==> src/rtl/mskaes_32bits_inv_state_core.sv <==
// Masked AES-128 decryption state engine, one column per cycle.
// Holds the shared state and sequences whitening plus ten inverse rounds.
module mskaes_32bits_inv_state_core #(
   parameter int d        = 2,
   parameter int SBOX_LAT = 4
) (
   input  logic              clk,
   input  logic              rst,
   input  logic              in_valid,
   output logic              in_ready,
   input  logic [128*d-1:0]  sh_ciphertext,
   output logic              out_valid,
   input  logic              out_ready,
   output logic [128*d-1:0]  sh_plaintext,
   output logic              sbox_in_valid,
   output logic [32*d-1:0]   sh_4bytes_to_SB,
   input  logic [32*d-1:0]   sh_4bytes_from_SB,
   output logic              key_req,
   output logic [3:0]        key_round,
   output logic [1:0]        key_col,
   input  logic [32*d-1:0]   sh_4bytes_from_key,
   output logic              busy
);

   localparam int BW = 8*d;
   localparam int CW = 32*d;
   localparam logic [3:0] LAT  = 4'(SBOX_LAT);
   localparam logic [3:0] LAST = 4'(SBOX_LAT+3);

   localparam logic [1:0] S_IDLE   = 2'd0;
   localparam logic [1:0] S_WHITEN = 2'd1;
   localparam logic [1:0] S_ROUND  = 2'd2;
   localparam logic [1:0] S_DONE   = 2'd3;

   logic [1:0]       fsm;
   logic [3:0]       t;
   logic [3:0]       rnd;
   logic [128*d-1:0] state;

   logic             whiten;
   logic             issue;
   logic             wb;
   logic [1:0]       wb_col;
   logic [CW-1:0]    key_add;
   logic [CW-1:0]    mixed;
   logic [CW-1:0]    wb_data;

   function automatic logic [7:0] xt(input logic [7:0] a);
      return {a[6:0], 1'b0} ^ (a[7] ? 8'h1b : 8'h00);
   endfunction

   // GF(2^8) multiply by a 4-bit constant built from x, x^2, x^3 terms
   function automatic logic [7:0] gm(input logic [7:0] a, input logic [3:0] c);
      logic [7:0] a2;
      logic [7:0] a4;
      logic [7:0] a8;
      a2 = xt(a);
      a4 = xt(a2);
      a8 = xt(a4);
      return (c[0] ? a  : 8'h00) ^ (c[1] ? a2 : 8'h00)
           ^ (c[2] ? a4 : 8'h00) ^ (c[3] ? a8 : 8'h00);
   endfunction

   assign whiten = (fsm == S_WHITEN);
   assign issue  = (fsm == S_ROUND) && (t < 4'd4);
   assign wb     = (fsm == S_ROUND) && (t >= LAT);
   assign wb_col = 2'(t - LAT);

   assign in_ready      = (fsm == S_IDLE);
   assign out_valid     = (fsm == S_DONE);
   assign busy          = (fsm != S_IDLE);
   assign sbox_in_valid = issue;
   assign sh_plaintext  = state;

   assign key_req   = whiten | wb;
   assign key_round = whiten ? 4'd10 : (wb ? rnd : 4'd0);
   assign key_col   = whiten ? t[1:0] : (wb ? wb_col : 2'd0);

   // InvShiftRows: row j of the issued column t comes from column t-j
   always_comb begin
      logic [1:0] col;
      sh_4bytes_to_SB = '0;
      col = 2'd0;
      if (issue) begin
         for (int j = 0; j < 4; j++) begin
            col = t[1:0] - 2'(j);
            sh_4bytes_to_SB[BW*j +: BW] = state[BW*(4*int'(col) + j) +: BW];
         end
      end
   end

   assign key_add = sh_4bytes_from_SB ^ sh_4bytes_from_key;

   // share-wise InvMixColumns on the interleaved column
   always_comb begin
      logic [7:0] a [4];
      logic [7:0] b [4];
      mixed = '0;
      a = '{default: 8'h00};
      b = '{default: 8'h00};
      for (int s = 0; s < d; s++) begin
         for (int r = 0; r < 4; r++)
            for (int k = 0; k < 8; k++)
               a[r][k] = key_add[BW*r + d*k + s];
         for (int r = 0; r < 4; r++)
            b[r] = gm(a[r], 4'he) ^ gm(a[(r+1)%4], 4'hb)
                 ^ gm(a[(r+2)%4], 4'hd) ^ gm(a[(r+3)%4], 4'h9);
         for (int r = 0; r < 4; r++)
            for (int k = 0; k < 8; k++)
               mixed[BW*r + d*k + s] = b[r][k];
      end
   end

   assign wb_data = (rnd != 4'd0) ? mixed : key_add;

   always_ff @(posedge clk) begin
      if (rst) begin
         fsm   <= S_IDLE;
         t     <= 4'd0;
         rnd   <= 4'd0;
         state <= '0;
      end else begin
         unique case (fsm)
            S_IDLE: begin
               if (in_valid) begin
                  state <= sh_ciphertext;
                  t     <= 4'd0;
                  fsm   <= S_WHITEN;
               end
            end
            S_WHITEN: begin
               state[CW*t[1:0] +: CW] <= state[CW*t[1:0] +: CW]
                                       ^ sh_4bytes_from_key;
               if (t == 4'd3) begin
                  t   <= 4'd0;
                  rnd <= 4'd9;
                  fsm <= S_ROUND;
               end else begin
                  t <= t + 4'd1;
               end
            end
            S_ROUND: begin
               if (wb)
                  state[CW*wb_col +: CW] <= wb_data;
               if (t == LAST) begin
                  t <= 4'd0;
                  if (rnd == 4'd0)
                     fsm <= S_DONE;
                  else
                     rnd <= rnd - 4'd1;
               end else begin
                  t <= t + 4'd1;
               end
            end
            S_DONE: begin
               if (out_ready)
                  fsm <= S_IDLE;
            end
            default: fsm <= S_IDLE;
         endcase
      end
   end

endmodule

==> config.mk <==
export PLATFORM = sky130hd
export DESIGN_NAME = mskaes_32bits_inv_state_core
export DESIGN_NICKNAME = d
export VERILOG_FILES = /design/src/rtl/mskaes_32bits_inv_state_core.sv
export SDC_FILE = /design/constraint.sdc
export NUM_CORES = 1
export LEC_CHECK = 0
export CAP_MARGIN = 20
export CORE_AREA = 2 2 281 283
export CTS_CLUSTER_SIZE = 28
export DETAILED_ROUTE_END_ITERATION = 10
export DIE_AREA = 0 0 283 285
export SYNTH_ARGS = -nofsm -noshare
export SYNTH_HDL_FRONTEND = slang
export SYNTH_SLANG_ARGS = --single-unit
==> constraint.sdc <==
create_clock -name clk -period 6.4 [get_ports clk]
set_input_delay 1.28 -clock clk [delete_from_list [all_inputs] [get_ports clk]]
set_output_delay 1.28 -clock clk [all_outputs]
set_load 0.02 [all_outputs]
==> impl_metrics.py <==
metrics = {
    "sta": {
        "min_period_ps": 5330,
        "fmax_ghz": 0.188,
        "setup_tns_ps": 0,
        "finalCritPeriodShare_pct": 83.2,
        "worstMarginPinSlew_ps": 1230,
        "rsz0062_at_grt": "false",
        "relSlewSlack_pct": 17.8,
        "slew_violations": 0,
        "setup_viol": 0,
        "hold_viol_final": 0,
        "clock_skew_ps": 30.4,
    },
    "cts": {
        "cts_setup_buffers": 0,
        "clkLatencyLatePin_ps": 600,
        "cts_num_sinks": 266,
        "numCtsBuffers": 37,
        "cts_tree": "done",
        "ctsHtreeMaxLevel": 2,
        "clk_transition_reported_paths_ps": 60,
        "cts_buffer_depth": 3,
        "cts_root_buf": "clkbuf_16",
        "cts_hold_buf": 0,
        "cts_resized": 0,
    },
    "die": {
        "die_h_um": 285,
        "die-area_um2": 80700,
        "die_w_um": 283,
        "ios": 719,
        "start_util_pct": 35.1,
        "coreArea_um2": 78000,
        "num_rows": 103,
    },
    "synth": {
        "ys_async_sr_fraction_pct": 0,
        "avgSynthCellArea_um2": 8.47,
        "yosys_most_used_dff": "dfxtp_1",
        "synth_cell_types": 75,
        "synthTopCellsByArea": "dfxtp_1, mux4_2, xnor2_1",
        "synth_top_area_cell": "dfxtp_1",
        "synth_edf_count": 0,
        "netlist_area_um2": 27300,
        "ys_warn_count": 0,
        "synth_nets": 3627,
        "syn_inst": 3227,
        "seq_area_frac_synth_pct": 19.5,
        "synth_top_area_share_pct": 19.5,
        "synth-seq-cells": 266,
    },
    "grt": {
        "grt_pass1_vias": 31200,
        "grt_pass1_wl_mm": 240,
        "grt_overflow": 0,
        "antenna_found_initial": 43,
        "grt_max_degree": 126,
        "grtUsageTotal_pct": 40.8,
    },
    "outcome": {
        "status": "complete, no violations",
    },
    "critical_path": {
        "required_ps": 5120,
        "crit_type": "reg2out",
        "crit_path_max_fanout": 32,
        "path_cells": "inv_1 > ha_4 > buf_4 > mux4_2 > and2_1 > clkdlybuf4s50_1",
        "slowest_delay_ps": 870,
        "setup.worst_path.end_class": "output pin",
        "cpMaxStageDelayCell": "ha_4",
        "crit_arrival_ps": 4050,
        "start_kind": "register",
        "r2r_slack_ps": 1760,
    },
    "placement": {
        "hpwlAfterDp_mm": 122,
        "gp_congestion": 1.01,
        "numPortBuffers": 718,
        "detailed_place.area_um2": 36000,
    },
    "finish": {
        "syn_to_final_growth_pct": 36.0,
        "final_nets": 4204,
        "mostFrequentLayoutCells": "clkdlybuf4s50_1, o21ai_0, xnor2_1, dfxtp_1, a21oi_1",
        "drive_gt1_share_pct": 10.3,
        "regArea_um2": 5330,
        "postLayoutCellArea_um2": 37200,
        "fillerInstances": 7530,
        "layout.cells.most_common": "clkdlybuf4s50_1",
        "multi_input_area_um2": 20800,
    },
    "drt": {
        "wirelength_mm": 172,
        "drt-initial-drc-count": 4989,
        "wl_per_cell_um": 35.1,
        "drc": 0,
        "routed_via_density": 6.70,
        "dr.pass1.iters": 6,
        "antenna_left": 0,
        "via_count": 32900,
    },
    "worst_hold_path": {
        "hp-class": "reg2reg",
    },
    "power_and_ir_drop": {
        "leakagePower_uw": 0.0130,
        "ir_worst_vdd_mv": 0.436,
        "power_density_nw_per_um2": 578,
    },
    "run": {
        "max_cap_viol_count": 0,
    },
}
[flip-flops by register name, summed over array words and instances, names as in the netlist]
name	cells
fsm	2
sh_plaintext	256
rnd	4
t	4
[critical path: cells and delay by family (launching register included)]
| kind | cells | cell delay, ps |
|---|---|---|
| adders and majority gates | 1 | 870 |
| buffers and inverters | 3 | 1250 |
| DFF | 1 | 600 |
| muxes | 1 | 540 |
| and+or+nand+nor | 1 | 160 |
[stage by stage]
stage | hold slack [ps] | setup WS [ps] | power [uW] | utilization [%] | instances
5_1_grt | 564 | 985 | 22200 | 47.7 | 4906
2_1_floorplan | 477 | 1020 | 12400 | - | 3227
3_3_place_gp | 502 | 1500 | 18800 | 46.1 | 4811
6_report | 536 | 1070 | 21500 | 47.7 | 4909
4_1_cts | 531 | 1070 | 21000 | 47.6 | 4880
3_5_place_dp | 515 | 1480 | 18900 | 46.1 | 4814
[cells in the mapped netlist (all sizes together), types with 7 or more instances]
library cell and n:
a221o 33, xnor2 292, xnor3 111, xor3 13, buf 44, a22oi 11, a311oi 48, nand4 11
clkbuf 261, a31oi 29, a221oi 124, dfxtp 266, ha 12, and3 35, nor2 245, mux4 112
xor2 47, nand3b 9, o2bb2ai 38, nor3b 7, a211oi 76, nor3 38, o221a 10, a21o 9
a21oi 265, or3 16, o2111ai 25, inv 52, o22ai 99, mux2i 10, a2111oi 21, nand3 63
and2 70, o221ai 78, o211ai 30, o21ai 304, nand2 245
[routing by layer]
layer  up-vias  track usage, %  wire length, um  part of all wire, %
li1      13600               -                -                    -
met1     16000            52.3            64800                   38
met2      2671            62.6            75400                   44
met3       608            10.5            20800                   12
met4        28            23.0            11300                  6.5
met5         -               0              164                0.095
[worst paths after layout]
check,startpoint,endpoint,depth (start not counted)
max,t[0],sh_4bytes_to_SB[53],6
min,sh_plaintext[64],sh_plaintext[64],2
max reg2reg,t[0],sh_plaintext[157],10
min reg2reg,sh_plaintext[64],sh_plaintext[64],2
[cell families (layout without fill, tap and decap cells)]
logic type,Yosys count,count (layout),synth area share (%)
multiplexers,124,124,9.69
XOR/XNOR,463,463,22.2
flip-flops,266,266,19.5
adder cells (fa/ha/maj),12,12,0.549
AO/OA/AOI/OAI,1239,1239,30.4
buffers and inverters,360,964,5.00
AND/OR/NAND/NOR,763,763,12.7
other,0,28,0
[area by class of cell]
class | instances | area share (%)
multi-input combinational | 2601 | 56.1
timing repair buffer | 843 | 22.2
sequential | 266 | 14.3
tap | 1050 | 3.53
clock buffer | 51 | 2.79
inverter | 55 | 0.575
clock inverter | 15 | 0.296
antenna | 28 | 0.188
[power breakdown]
group	leakage (uW)	total, uW	switching [uW]	internal, uW
clock	0.000567	2080	932	1140
combinational	0.0103	15900	9830	6080
sequential	0.00220	3510	1150	2360
No activity file was read; power rests on OpenSTA's default activity.
